--- src/rtl/gemm_cmd_pkg.sv ---
// Command word layout, issuer FSM states and the packing helper shared by
// the tile issuer and control_unit's command decoder.
package gemm_cmd_pkg;

  localparam int CMD_W      = 64;
  localparam int CMD_SIZE_W = 8;
  localparam int CMD_ADDR_W = 10;

  localparam int CMD_M_LSB = 0;
  localparam int CMD_M_MSB = 7;
  localparam int CMD_K_LSB = 8;
  localparam int CMD_K_MSB = 15;
  localparam int CMD_N_LSB = 16;
  localparam int CMD_N_MSB = 23;
  localparam int CMD_A_LSB = 24;
  localparam int CMD_A_MSB = 33;
  localparam int CMD_B_LSB = 34;
  localparam int CMD_B_MSB = 43;
  localparam int CMD_C_LSB = 44;
  localparam int CMD_C_MSB = 53;
  localparam int CMD_D_LSB = 54;
  localparam int CMD_D_MSB = 63;

  typedef struct packed {
    logic [CMD_ADDR_W-1:0] d;
    logic [CMD_ADDR_W-1:0] c;
    logic [CMD_ADDR_W-1:0] b;
    logic [CMD_ADDR_W-1:0] a;
    logic [CMD_SIZE_W-1:0] n;
    logic [CMD_SIZE_W-1:0] k;
    logic [CMD_SIZE_W-1:0] m;
  } cmd_t;

  typedef enum logic [2:0] {
    ST_IDLE,
    ST_ISSUE,
    ST_DRAIN,
    ST_FLUSH,
    ST_DONE
  } issuer_state_t;

  function automatic logic [CMD_W-1:0] pack_cmd(input cmd_t c);
    logic [CMD_W-1:0] r;
    r = '0;
    r[CMD_D_MSB:CMD_D_LSB] = c.d;
    r[CMD_C_MSB:CMD_C_LSB] = c.c;
    r[CMD_B_MSB:CMD_B_LSB] = c.b;
    r[CMD_A_MSB:CMD_A_LSB] = c.a;
    r[CMD_N_MSB:CMD_N_LSB] = c.n;
    r[CMD_K_MSB:CMD_K_LSB] = c.k;
    r[CMD_M_MSB:CMD_M_LSB] = c.m;
    return r;
  endfunction

endpackage

--- src/rtl/gemm_tile_issuer_tile_addr_gen.sv ---
// Tile walker: kt (outer) / mt / nt (inner) counters with incremental
// address accumulators, so no multipliers are needed. Advances on step.
module tile_addr_gen
  import gemm_cmd_pkg::*;
#(
  parameter int ADDR_WIDTH = 10,
  parameter int W          = 16,
  parameter int DIM_WIDTH  = 12
) (
  input  logic                  clk,
  input  logic                  rst,
  input  logic                  load,
  input  logic                  step,
  input  logic [DIM_WIDTH-1:0]  job_m,
  input  logic [DIM_WIDTH-1:0]  job_k,
  input  logic [DIM_WIDTH-1:0]  job_n,
  input  logic [ADDR_WIDTH-1:0] a_base,
  input  logic [ADDR_WIDTH-1:0] b_base,
  input  logic [ADDR_WIDTH-1:0] c_base,
  input  logic [ADDR_WIDTH-1:0] d_base,
  output logic [ADDR_WIDTH-1:0] tile_a,
  output logic [ADDR_WIDTH-1:0] tile_b,
  output logic [ADDR_WIDTH-1:0] tile_c,
  output logic [ADDR_WIDTH-1:0] tile_d,
  output logic [CMD_SIZE_W-1:0] tile_m,
  output logic [CMD_SIZE_W-1:0] tile_k,
  output logic [CMD_SIZE_W-1:0] tile_n,
  output logic                  last_tile,
  output logic                  k_boundary
);

  localparam int LOG2W = $clog2(W);
  localparam logic [ADDR_WIDTH-1:0] W_A   = ADDR_WIDTH'(W);
  localparam logic [DIM_WIDTH-1:0]  W_D   = DIM_WIDTH'(W);
  localparam logic [DIM_WIDTH-1:0]  ONE_D = DIM_WIDTH'(1);

  logic [DIM_WIDTH-1:0]  kt, mt, nt, kt_last, mt_last, nt_last;
  logic [DIM_WIDTH-1:0]  m_tot, n_tot, rem_m, rem_k, rem_n;
  logic [ADDR_WIDTH-1:0] a_stride, b_stride, c_start, d_start;
  logic [ADDR_WIDTH-1:0] a_kt, b_kt, a_cur, b_cur, c_cur, d_cur;
  logic                  nt_end, mt_end, kt_end;

  // ceil(dim/W) - 1, i.e. the index of the last tile along a dimension
  function automatic logic [DIM_WIDTH-1:0] tiles_m1(input logic [DIM_WIDTH-1:0] dim);
    logic [DIM_WIDTH:0] t;
    t = ({1'b0, dim} + (DIM_WIDTH+1)'(W - 1)) >> LOG2W;
    return DIM_WIDTH'(t - (DIM_WIDTH+1)'(1));
  endfunction

  // tile count times W, reduced modulo the address space
  function automatic logic [ADDR_WIDTH-1:0] span(input logic [DIM_WIDTH-1:0] dim);
    logic [DIM_WIDTH-1:0] cnt;
    cnt = tiles_m1(dim) + ONE_D;
    return ADDR_WIDTH'({cnt, {LOG2W{1'b0}}});
  endfunction

  function automatic logic [CMD_SIZE_W-1:0] size_of(input logic [DIM_WIDTH-1:0] rem);
    return (rem >= W_D) ? CMD_SIZE_W'(W) : rem[CMD_SIZE_W-1:0];
  endfunction

  assign nt_end = (nt == nt_last);
  assign mt_end = (mt == mt_last);
  assign kt_end = (kt == kt_last);

  // Loop counters and their limits
  always_ff @(posedge clk) begin
    if (!rst) begin
      kt      <= '0;
      mt      <= '0;
      nt      <= '0;
      kt_last <= '0;
      mt_last <= '0;
      nt_last <= '0;
    end else if (load) begin
      kt      <= '0;
      mt      <= '0;
      nt      <= '0;
      kt_last <= tiles_m1(job_k);
      mt_last <= tiles_m1(job_m);
      nt_last <= tiles_m1(job_n);
    end else if (step) begin
      if (!nt_end) begin
        nt <= nt + ONE_D;
      end else begin
        nt <= '0;
        if (!mt_end) begin
          mt <= mt + ONE_D;
        end else begin
          mt <= '0;
          kt <= kt + ONE_D;
        end
      end
    end
  end

  // Remaining-extent trackers and address accumulators
  always_ff @(posedge clk) begin
    if (load) begin
      m_tot    <= job_m;
      n_tot    <= job_n;
      rem_m    <= job_m;
      rem_k    <= job_k;
      rem_n    <= job_n;
      a_stride <= span(job_k);
      b_stride <= span(job_n);
      a_kt     <= a_base;
      a_cur    <= a_base;
      b_kt     <= b_base;
      b_cur    <= b_base;
      c_start  <= c_base;
      d_start  <= d_base;
      c_cur    <= c_base;
      d_cur    <= d_base;
    end else if (step) begin
      if (!nt_end) begin
        rem_n <= rem_n - W_D;
        b_cur <= b_cur + W_A;
      end else begin
        rem_n <= n_tot;
        if (!mt_end) begin
          rem_m <= rem_m - W_D;
          a_cur <= a_cur + a_stride;
          b_cur <= b_kt;
        end else begin
          rem_m <= m_tot;
          rem_k <= rem_k - W_D;
          a_kt  <= a_kt + W_A;
          a_cur <= a_kt + W_A;
          b_kt  <= b_kt + b_stride;
          b_cur <= b_kt + b_stride;
        end
      end
      // C/D walk the output tiles linearly and restart with every kt pass
      if (nt_end && mt_end) begin
        c_cur <= c_start;
        d_cur <= d_start;
      end else begin
        c_cur <= c_cur + W_A;
        d_cur <= d_cur + W_A;
      end
    end
  end

  assign tile_a     = a_cur;
  assign tile_b     = b_cur;
  assign tile_d     = d_cur;
  assign tile_c     = (kt == '0) ? c_cur : d_cur;
  assign tile_m     = size_of(rem_m);
  assign tile_k     = size_of(rem_k);
  assign tile_n     = size_of(rem_n);
  assign last_tile  = nt_end && mt_end && kt_end;
  assign k_boundary = nt_end && mt_end && !kt_end;

endmodule

--- src/rtl/gemm_tile_issuer.sv ---
// Splits one GEMM job into WxW tile commands for control_unit, tracks
// outstanding tiles via done_irq and drains between K passes so the
// D-buffer accumulation never reads a partial result still in flight.
module gemm_tile_issuer
  import gemm_cmd_pkg::*;
#(
  parameter int ADDR_WIDTH           = 10,
  parameter int SYSTOLIC_ARRAY_WIDTH = 16,
  parameter int DIM_WIDTH            = 12,
  parameter int MAX_OUTSTANDING      = 4
) (
  input  logic                                 clk,
  input  logic                                 rst,
  input  logic                                 job_valid,
  output logic                                 job_ready,
  input  logic [DIM_WIDTH-1:0]                 job_m,
  input  logic [DIM_WIDTH-1:0]                 job_k,
  input  logic [DIM_WIDTH-1:0]                 job_n,
  input  logic [ADDR_WIDTH-1:0]                job_a_base,
  input  logic [ADDR_WIDTH-1:0]                job_b_base,
  input  logic [ADDR_WIDTH-1:0]                job_c_base,
  input  logic [ADDR_WIDTH-1:0]                job_d_base,
  output logic                                 cmd_valid,
  output logic [63:0]                          cmd_data,
  input  logic                                 cmd_ready,
  input  logic                                 done_irq,
  output logic                                 job_busy,
  output logic                                 job_done,
  output logic [$clog2(MAX_OUTSTANDING+1)-1:0] outstanding,
  output logic                                 err_underflow
);

  localparam int OUT_W = $clog2(MAX_OUTSTANDING + 1);
  localparam logic [OUT_W-1:0] OUT_MAX = OUT_W'(MAX_OUTSTANDING);
  localparam logic [OUT_W-1:0] OUT_ONE = OUT_W'(1);

  issuer_state_t             state;
  logic                      accept, zero_job, hs, underflow, dec;
  logic [OUT_W-1:0]          out_nxt;
  logic [ADDR_WIDTH-1:0]     tile_a, tile_b, tile_c, tile_d;
  logic [CMD_SIZE_W-1:0]     tile_m, tile_k, tile_n;
  logic                      last_tile, k_boundary;
  cmd_t                      cur_cmd;

  assign accept    = job_valid && job_ready;
  assign zero_job  = (job_m == '0) || (job_k == '0) || (job_n == '0);
  assign hs        = cmd_valid && cmd_ready;
  assign underflow = done_irq && (outstanding == '0);
  assign dec       = done_irq && !underflow;
  assign job_busy  = (state != ST_IDLE);

  tile_addr_gen #(
    .ADDR_WIDTH (ADDR_WIDTH),
    .W          (SYSTOLIC_ARRAY_WIDTH),
    .DIM_WIDTH  (DIM_WIDTH)
  ) u_gen (
    .clk        (clk),
    .rst        (rst),
    .load       (accept),
    .step       (hs),
    .job_m      (job_m),
    .job_k      (job_k),
    .job_n      (job_n),
    .a_base     (job_a_base),
    .b_base     (job_b_base),
    .c_base     (job_c_base),
    .d_base     (job_d_base),
    .tile_a     (tile_a),
    .tile_b     (tile_b),
    .tile_c     (tile_c),
    .tile_d     (tile_d),
    .tile_m     (tile_m),
    .tile_k     (tile_k),
    .tile_n     (tile_n),
    .last_tile  (last_tile),
    .k_boundary (k_boundary)
  );

  always_comb begin
    cur_cmd = '{d: tile_d, c: tile_c, b: tile_b, a: tile_a,
                n: tile_n, k: tile_k, m: tile_m};
  end

  // Data is zeroed whenever no command is offered
  assign cmd_data = cmd_valid ? pack_cmd(cur_cmd) : '0;

  // Next outstanding count: a handshake and a completion in the same cycle cancel
  always_comb begin
    out_nxt = outstanding;
    if (hs && !dec) begin
      out_nxt = outstanding + OUT_ONE;
    end else if (dec && !hs) begin
      out_nxt = outstanding - OUT_ONE;
    end
  end

  // Issuer FSM with registered handshake/status outputs
  always_ff @(posedge clk) begin
    if (!rst) begin
      state         <= ST_IDLE;
      cmd_valid     <= 1'b0;
      job_ready     <= 1'b0;
      job_done      <= 1'b0;
      outstanding   <= '0;
      err_underflow <= 1'b0;
    end else begin
      outstanding <= out_nxt;
      job_done    <= 1'b0;
      if (underflow) begin
        err_underflow <= 1'b1;
      end
      case (state)
        ST_IDLE: begin
          job_ready <= 1'b1;
          if (accept) begin
            job_ready <= 1'b0;
            if (zero_job) begin
              state    <= ST_DONE;
              job_done <= 1'b1;
            end else begin
              state     <= ST_ISSUE;
              cmd_valid <= (out_nxt != OUT_MAX);
            end
          end
        end
        ST_ISSUE: begin
          if (hs && last_tile) begin
            state     <= ST_FLUSH;
            cmd_valid <= 1'b0;
          end else if (hs && k_boundary) begin
            state     <= ST_DRAIN;
            cmd_valid <= 1'b0;
          end else begin
            cmd_valid <= (out_nxt != OUT_MAX);
          end
        end
        ST_DRAIN: begin
          if (out_nxt == '0) begin
            state     <= ST_ISSUE;
            cmd_valid <= 1'b1;
          end
        end
        ST_FLUSH: begin
          if (out_nxt == '0) begin
            state    <= ST_DONE;
            job_done <= 1'b1;
          end
        end
        ST_DONE: begin
          state     <= ST_IDLE;
          job_ready <= 1'b1;
        end
        default: begin
          state     <= ST_IDLE;
          cmd_valid <= 1'b0;
        end
      endcase
    end
  end

endmodule
--- config.mk ---
export PLATFORM = sky130hd
export DESIGN_NAME = gemm_tile_issuer
export DESIGN_NICKNAME = d
export VERILOG_FILES = /design/src/rtl/gemm_cmd_pkg.sv /design/src/rtl/gemm_tile_issuer_tile_addr_gen.sv /design/src/rtl/gemm_tile_issuer.sv
export SDC_FILE = /design/constraint.sdc
export NUM_CORES = 1
export LEC_CHECK = 0
export BUFFER_PORTS_ARGS = -buffer_cell sky130_fd_sc_hd__clkbuf_2
export CORE_MARGIN = 3
export CORE_UTILIZATION = 53
export DETAILED_ROUTE_END_ITERATION = 8
export PLACE_DENSITY = 0.77
export SLEW_MARGIN = 5
export SYNTH_ARGS = -nofsm -noshare
export SYNTH_HDL_FRONTEND = slang
export SYNTH_SLANG_ARGS = --single-unit
--- constraint.sdc ---
create_clock -name clk -period 3.25 [get_ports clk]
set_input_delay 0.325 -clock clk [delete_from_list [all_inputs] [get_ports clk]]
set_output_delay 0.325 -clock clk [all_outputs]
set_load 0.02 [all_outputs]
==> results of run 1 <==
==> how the worst min path moves through the flow <==
| stage | end | depth (start not counted) | slack, ps | from |
|---|---|---|---|---|
| final | u_gen.d_start[7] | 1 | 10 | job_d_base[7] |
| after global routing | u_gen.c_start[5] | 1 | 4 | job_c_base[5] |
| after CTS | u_gen.c_start[2] | 1 | 0.6 | job_c_base[2] |
| after detailed placement | err_underflow | 2 | 460 | err_underflow |
| after global placement | err_underflow | 2 | 470 | err_underflow |
| after floorplan | u_gen.c_start[0] | 0 | 420 | job_c_base[0] |
==> metal layers <==
layer / global-route usage [%] / up-vias
li1: - / 4653
met1: 29.99 / 4478
met2: 39.31 / 276
met3: 3.706 / 51
met4: 7.045 / 2
met5: 0 / -
==> per-stage QoR <==
stage | hold slack [ps] | std cells
floorplan | 423.9 | 1246
global placement | 465.3 | 1624
detailed placement | 458.2 | 1624
CTS | 0.5675 | 1676
global route | 4.032 | 1677
finish | 11.48 | 1677
==> state kept, by name, indices dropped and copies added (netlist names), 10 cells and up <==
name,cells
u_gen.rem_n,12
u_gen.tile_a,10
u_gen.b_kt,10
u_gen.d_start,10
u_gen.tile_b,10
u_gen.kt,12
u_gen.nt_last,10
u_gen.tile_d,10
u_gen.c_start,10
u_gen.n_tot,12
u_gen.c_cur,10
u_gen.rem_m,12
u_gen.nt,12
u_gen.rem_k,12
u_gen.mt,12
u_gen.kt_last,10
u_gen.mt_last,10
u_gen.m_tot,12
u_gen.a_kt,10
==> area by class of cell <==
class / count / area share (%)
Sequential cell: 228 / 43.68
Clock inverter: 14 / 1.024
Timing Repair Buffer: 178 / 7.237
Multi-Input combinational cell: 911 / 39.91
Tap cell: 280 / 2.514
Inverter: 37 / 1.033
Clock buffer: 29 / 4.597
==> power breakdown <==
group	switching [W]	internal, W	leakage (nW)
sequential	0.000174	0.00343	2.04
clock	0.00111	0.00164	0.377
combinational	0.00113	0.000673	3.10
total	0.00241	0.00574	5.52
==> layout by cell type, fill, tap and decap left out, drive strengths merged, types with 4 or more instances in the layout <==
master | Yosys | final
a211oi | 16 | 16
a21o | 12 | 12
a21oi | 52 | 52
a31oi | 10 | 10
and2 | 37 | 37
and3 | 28 | 28
buf | 11 | 22
clkbuf | 59 | 175
clkinv | 0 | 8
conb | 1 | 6
dfxtp | 76 | 76
dlygate4sd3 | 0 | 10
edfxtp | 152 | 152
ha | 31 | 31
inv | 37 | 37
mux2i | 25 | 25
nand2 | 152 | 152
nand2b | 5 | 5
nand3 | 51 | 51
nand4 | 17 | 17
nor2 | 139 | 139
nor3 | 26 | 26
nor4 | 28 | 28
nor4b | 5 | 5
o21ai | 70 | 70
o31ai | 5 | 5
or2 | 4 | 4
or3 | 11 | 11
or4 | 8 | 8
xnor2 | 76 | 76
xor2 | 58 | 58
==> critical path, stage by stage <==
cell and delay (ps):
dlygate4sd3_1 530, clkbuf_2 120, or4_1 680, xor2_2 320
inv_1 120, ha_1 280, xnor2_1 210, xnor2_1 170
nor3_2 230, nand3_1 130, xor2_1 160
==> cells by family after synthesis <==
family,share of synthesized area (%)
AND/OR/NAND/NOR,20.82
flip-flops,50.59
AO/OA/AOI/OAI,9.434
XOR/XNOR,9.757
buffers and inverters,3.536
adder cells (fa/ha/maj),3.557
multiplexers,2.268
other,0.03117
==> timing repair <==
action / 4_1_cts / 5_1_grt
hold buffers: 9 / 1
resized for setup: 0 / 2
endpoints found under the setup margin: 0 / 1
endpoints found under the hold margin: 9 / 1
==> metrics.cfg, run 1 <==
[timing]
slew_violations = 0
layout_setup_ws_ps = 234.2
skew_ps = 7.314
maxSlewHeadroom_pct = 45.70
finalHoldViolations = 0
setup-violations-final = 0
period_share_pct = 92.79
fin_setup_tns_ps = 0
worst_pin_slew_ps = 803.2
fmax_mhz = 331.6
fin_crit_ps = 3016

[clock_network]
cts_root_buf = clkbuf_16
cts.htree.levels = 1
post-cts-setup-buffers = 0
cts.sink_count = 228
clk_pin_slew_ps = 60
cts_buffer_depth = 3
clk_latency_ps = 510
cts_inserted_buffers = 25
cts_tree = built

[placement]
dp_hpwl_um = 20200
dp_slack_ps = 128.1
gp_congestion = 0.9027
placed_cell_area_um2 = 13040
portBuffers = 146

[synth]
ys_ff_latch = 228
synth_common_cells = 152 x edfxtp_1, 152 x nand2_1, 139 x nor2_1
yosys.area.top_type = edfxtp_1
synthFlopType = edfxtp_1
syn_inst = 1241
syn-cell-area_um2 = 12030
synth-seq-area-share_pct = 50.59
async_flop_share_pct = 0
synth.yosys.warnings = 0
synth_edf_count = 152
avgSynthCellArea_um2 = 9.693
synth_top_area_share_pct = 37.94
synthTopCellsByArea = edfxtp_1 38%, dfxtp_1 13%, xnor2_1 5.5%
synth.distinct_cells = 61

[critical_path]
crit_required_ps = 3510
crit_arrival_ps = 3270
ff2ff_path_depth = 7
cp_max_fo = 5
critPathLaunch = job_n[2]
critical_path_class = in2reg
r2r_slack_ps = 620
reg2reg_from = u_gen.mt[9]
worstSetupEndpointType = flip-flop
cp-endpoint = u_gen.b_stride[9]
reg2reg_to = u_gen.tile_b[9]
startpoint_type = input pin

[flow_run]
cap_viol_max_count = 0

[routing]
wl_met3_um = 1738
met2_length_um = 13980
first_iter_violations = 765
remaining_drc_errors = 0
vias = 9460
drt-met1-wl_um = 12120
drtAntennaViolNets = 0
wl_um = 28580
routed.top_layer = met5
routedWlPerCell_um = 17.04
first_pass_iters = 5
viasPerCell = 5.641

[global_route]
overflow = 0
grt_util_all_layers_pct = 22.92
grt_pass1_wl_um = 45640
antenna_found_initial = 1
grt_pass1_vias = 9202
grt_max_degree = 83

[cells_and_area]
fin_util_pct = 63.07
multi_input_area_um2 = 5562
fill_cells = 1753
regArea_um2 = 6087
fin_area_um2 = 13930
final_nets = 1495
n_antenna_cell = 0
drive_gt1_share_pct = 15.89
syn2layout_area_growth_pct = 15.84

[floorplanning]
initial_core_util_pct = 54.45
dieArea_um2 = 24540
die_w_um = 156.7
rows = 54
die_h_um = 156.7
core_area_um2 = 22090
io_pins = 153

[pwr]
vdd_drop_max_mv = 0.4284
power.total_w = 0.008154
leakage_nw = 5.516
p_per_area_nw_per_um2 = 585.2

[min_path]
holdCritPathClass = in2reg

[run_status]
status = complete, no violations

(Power assumes the default switching activity.)
==> run 2, diff against run 1 <==
Settings changed: CAP_MARGIN set to 20, SYNTH_HIERARCHICAL set to 1.
==> run 2 against run 1 <==
- final area rose by 6.1%
- power rose by 7.9%
- die area rose by 6.1%
- hold slack improved by 8.4 ps
- largest power group unchanged
==> metrics.cfg, run 2 <==
[min_path]
hold_path.startpoint = job_d_base[8]  ; was job_d_base[7]
hold_end = u_gen/d_start[8]  ; was u_gen.d_start[7]
hold_depth = 1  ; unchanged
holdCritPathClass = in2reg  ; unchanged

[global_route]
grt_pass1_wl_um = 49390  ; was 45640 µm
grt_util_all_layers_pct = 22.78  ; was 22.92%
antenna_found_initial = 0  ; was 1
overflow = 0  ; unchanged
grt_pass1_vias = 9897  ; was 9202
grt_max_degree = 97  ; was 83

[cells_and_area]
n_antenna_cell = 0  ; unchanged
mostFrequentLayoutCells = 152 x edfxtp_1, 146 x clkbuf_2, 122 x nand2_1, 95 x and2_1, 88 x nor2_1  ; was 152 x edfxtp_1, 151 x nand2_1, 146 x clkbuf_2, 139 x nor2_1, 76 x xnor2_1
drive_gt1_share_pct = 17.35  ; was 15.89%
final_common_cell = edfxtp_1  ; unchanged
syn2layout_area_growth_pct = 15.55  ; was 15.84%
fin_util_pct = 62.61  ; was 63.07%
final_nets = 1554  ; was 1495
fill_cells = 1929  ; was 1753

[routing]
first_iter_violations = 763  ; was 765
drt-met1-wl_um = 13140  ; was 12120 µm
drtAntennaViolNets = 0  ; unchanged
routedWlPerCell_um = 17.10  ; was 17.04 µm
wl_met3_um = 1912  ; was 1738 µm
vias = 10160  ; was 9460
remaining_drc_errors = 0  ; unchanged
wl_um = 30380  ; was 28580 µm
met2_length_um = 15000  ; was 13980 µm
first_pass_iters = 5  ; unchanged
viasPerCell = 5.720  ; was 5.641
routed.top_layer = met4  ; was met5

[critical_path]
critical_path_class = reg2out  ; was in2reg
startpoint_type = flip-flop  ; was input pin
reg2reg_from = u_gen/mt[0]  ; was u_gen.mt[9]
crit_arrival_ps = 2740  ; was 3270 ps
critPathSlowestCell = nand3_1  ; was or4_1
ff2ff_path_depth = 6  ; was 7
path_delay_family = simple AND/OR/NAND/NOR gates  ; unchanged
path_buf_inv = 2  ; was 3
path_cells = inv_1 -> ha_1 -> nor4b_1 -> nand3_1 -> mux2_2 -> and2_1 -> clkbuf_2  ; was dlygate4sd3_1 -> clkbuf_2 -> or4_1 -> xor2_2 -> inv_1 -> ha_1 -> xnor2_1 -> xnor2_1 -> nor3_2 -> nand3_1 -> xor2_1
reg2reg_to = u_gen/rem_m[5]  ; was u_gen.tile_b[9]
r2r_slack_ps = 480  ; was 620 ps
worstSetupEndpointType = primary output  ; was flip-flop
cp_max_fo = 10  ; was 5
crit_required_ps = 2920  ; was 3510 ps
max_stage_delay_ps = 550  ; was 680 ps

[timing]
finalHoldViolations = 0  ; unchanged
skew_ps = 20.89  ; was 7.314 ps
fin_crit_ps = 3063  ; was 3016 ps
fmax_mhz = 326.5  ; was 331.6 MHz
period_share_pct = 94.24  ; was 92.79%
worst_pin_slew_ps = 892.8  ; was 803.2 ps
maxSlewHeadroom_pct = 40.48  ; was 45.70%
setup-violations-final = 0  ; unchanged
slew_violations = 0  ; unchanged
grt_setup_unrepaired = false

[synth]
syn-cell-area_um2 = 12790  ; was 12030 µm²
syn_inst = 1306  ; was 1241
synthTopCellsByArea = edfxtp_1 36%, dfxtp_1 12%, and2_1 4.6%  ; was edfxtp_1 38%, dfxtp_1 13%, xnor2_1 5.5%
avgSynthCellArea_um2 = 9.796  ; was 9.693 µm²
async_flop_share_pct = 0  ; unchanged
synthFlopType = edfxtp_1  ; unchanged
synth_top_area_share_pct = 35.68  ; was 37.94%
synth.yosys.warnings = 6  ; was 0
ys_ff_latch = 228  ; unchanged
synth_common_cells = 152 x edfxtp_1, 123 x nand2_1, 95 x and2_1  ; was 152 x edfxtp_1, 152 x nand2_1, 139 x nor2_1
synth.distinct_cells = 75  ; was 61
synth_edf_count = 152  ; unchanged
yosys.area.top_type = edfxtp_1  ; unchanged
synth-seq-area-share_pct = 47.57  ; was 50.59%
synth.most_common_cell = edfxtp_1

[floorplanning]
io_pins = 153  ; unchanged
dieArea_um2 = 26040  ; was 24540 µm²
die_w_um = 161.4  ; was 156.7 µm
initial_core_util_pct = 54.18  ; was 54.45%
rows = 56  ; was 54
die_h_um = 161.4  ; was 156.7 µm
core_area_um2 = 23610  ; was 22090 µm²

[pwr]
vdd_drop_max_mv = 0.4075  ; was 0.4284 mV
p_per_area_nw_per_um2 = 594.9  ; was 585.2 nW/µm²
power.total_w = 0.008795  ; was 0.008154 W
leakage_nw = 5.685  ; was 5.516 nW

[clock_network]
clk_latency_ps = 530  ; was 510 ps
cts_inserted_buffers = 26  ; was 25
cts.sink_count = 228  ; unchanged
cts_root_buf = clkbuf_16  ; unchanged
post-cts-setup-buffers = 0  ; unchanged
cts_tree = built  ; unchanged
cts_buffer_depth = 3  ; unchanged
cts.htree.levels = 1  ; unchanged
clk_pin_slew_ps = 60  ; about the same

[placement]
portBuffers = 146  ; unchanged
dp_hpwl_um = 20720  ; was 20200 µm
gp_congestion = 0.8830  ; was 0.9027

[run_status]
status = complete, no violations  ; unchanged

[flow_run]
cap_viol_max_count = 0  ; unchanged

[run 2: worst reg2reg max path: stages (launching register included)]
cell     delay [ps]
dfxtp_1         470
xnor2_1         180
nand3_2         260
or3_2           930
buf_4           350
and2_0          170
o31ai_1         230
[run 2: routing by layer]
metal  vias up  global-route usage, %
met5         -                      0
met4         0                  3.833
met3        31                  2.744
met2       326                  40.41
met1      4818                  30.60
li1       4989                      -
[run 2: report_power, final]
| group | internal [W] | switching [W] | leakage [nW] |
|---|---|---|---|
| combinational | 0.000838 | 0.00138 | 3.21 |
| clock | 0.00176 | 0.00117 | 0.425 |
| sequential | 0.00346 | 0.000195 | 2.05 |
[run 2: area by class of cell]
| class | instances | area, µm² | share of cell area [%] |
|---|---|---|---|
| clock inverter | 18 | 183.9 | 1.244 |
| sequential | 228 | 6087 | 41.18 |
| inverter | 43 | 165.2 | 1.117 |
| timing repair buffer | 181 | 1039 | 7.025 |
| clock buffer | 29 | 683.2 | 4.621 |
| multi-input combinational | 959 | 6226 | 42.12 |
| tap | 319 | 399.1 | 2.700 |
[run 2: repair_timing]
action,4_1_cts,5_1_grt
hold endpoints to repair,13,0
setup endpoints to repair,0,1
hold buffers,13,0
gates resized for setup,0,1
[run 2: stage by stage]
| stage | std cells | TNS, ps | worst slack [ps] | hold WS [ps] | cell area, µm² |
|---|---|---|---|---|---|
| final | 1777 | 0 | 187.1 | 19.84 | 14780 |
| after global routing | 1777 | 0 | 28.73 | 3.489 | 14780 |
| after CTS | 1777 | 0 | 202.7 | 1.330 | 14780 |
| after detailed placement | 1717 | 0 | 201.5 | 474.0 | 13780 |
| after global placement | 1717 | 0 | 311.1 | 468.3 | 13780 |
| after floorplan | 1311 | -3577 | -84.88 | 423.9 | 12820 |
[run 2: logic make-up (layout without fill, tap and decap cells)]
| logic type | count (synthesis) | after routing | synth area share, % |
|---|---|---|---|
| other cells | 1 | 6 | 0.02931 |
| mux | 42 | 42 | 3.443 |
| buf+inv | 124 | 271 | 4.059 |
| compound gates | 227 | 227 | 11.85 |
| fa+ha+maj | 35 | 35 | 3.521 |
| xor+xnor | 112 | 112 | 7.667 |
| flops | 228 | 228 | 47.57 |
| simple gates | 537 | 537 | 21.86 |
[run 2: how the worst max path moves through the flow]
stage | startpoint | endpoint | slack (ps) | cells after the start
2_1_floorplan | job_ready | u_gen/c_cur[4] | -80 | 7
3_3_place_gp | job_n[2] | u_gen/b_stride[9] | 310 | 10
5_1_grt | u_gen/kt[0] | cmd_data[49] | 30 | 7
6_report | u_gen/kt[0] | cmd_data[49] | 190 | 7
4_1_cts | u_gen/rem_k[8] | cmd_data[13] | 200 | 6
3_5_place_dp | job_n[2] | u_gen/b_stride[9] | 200 | 10
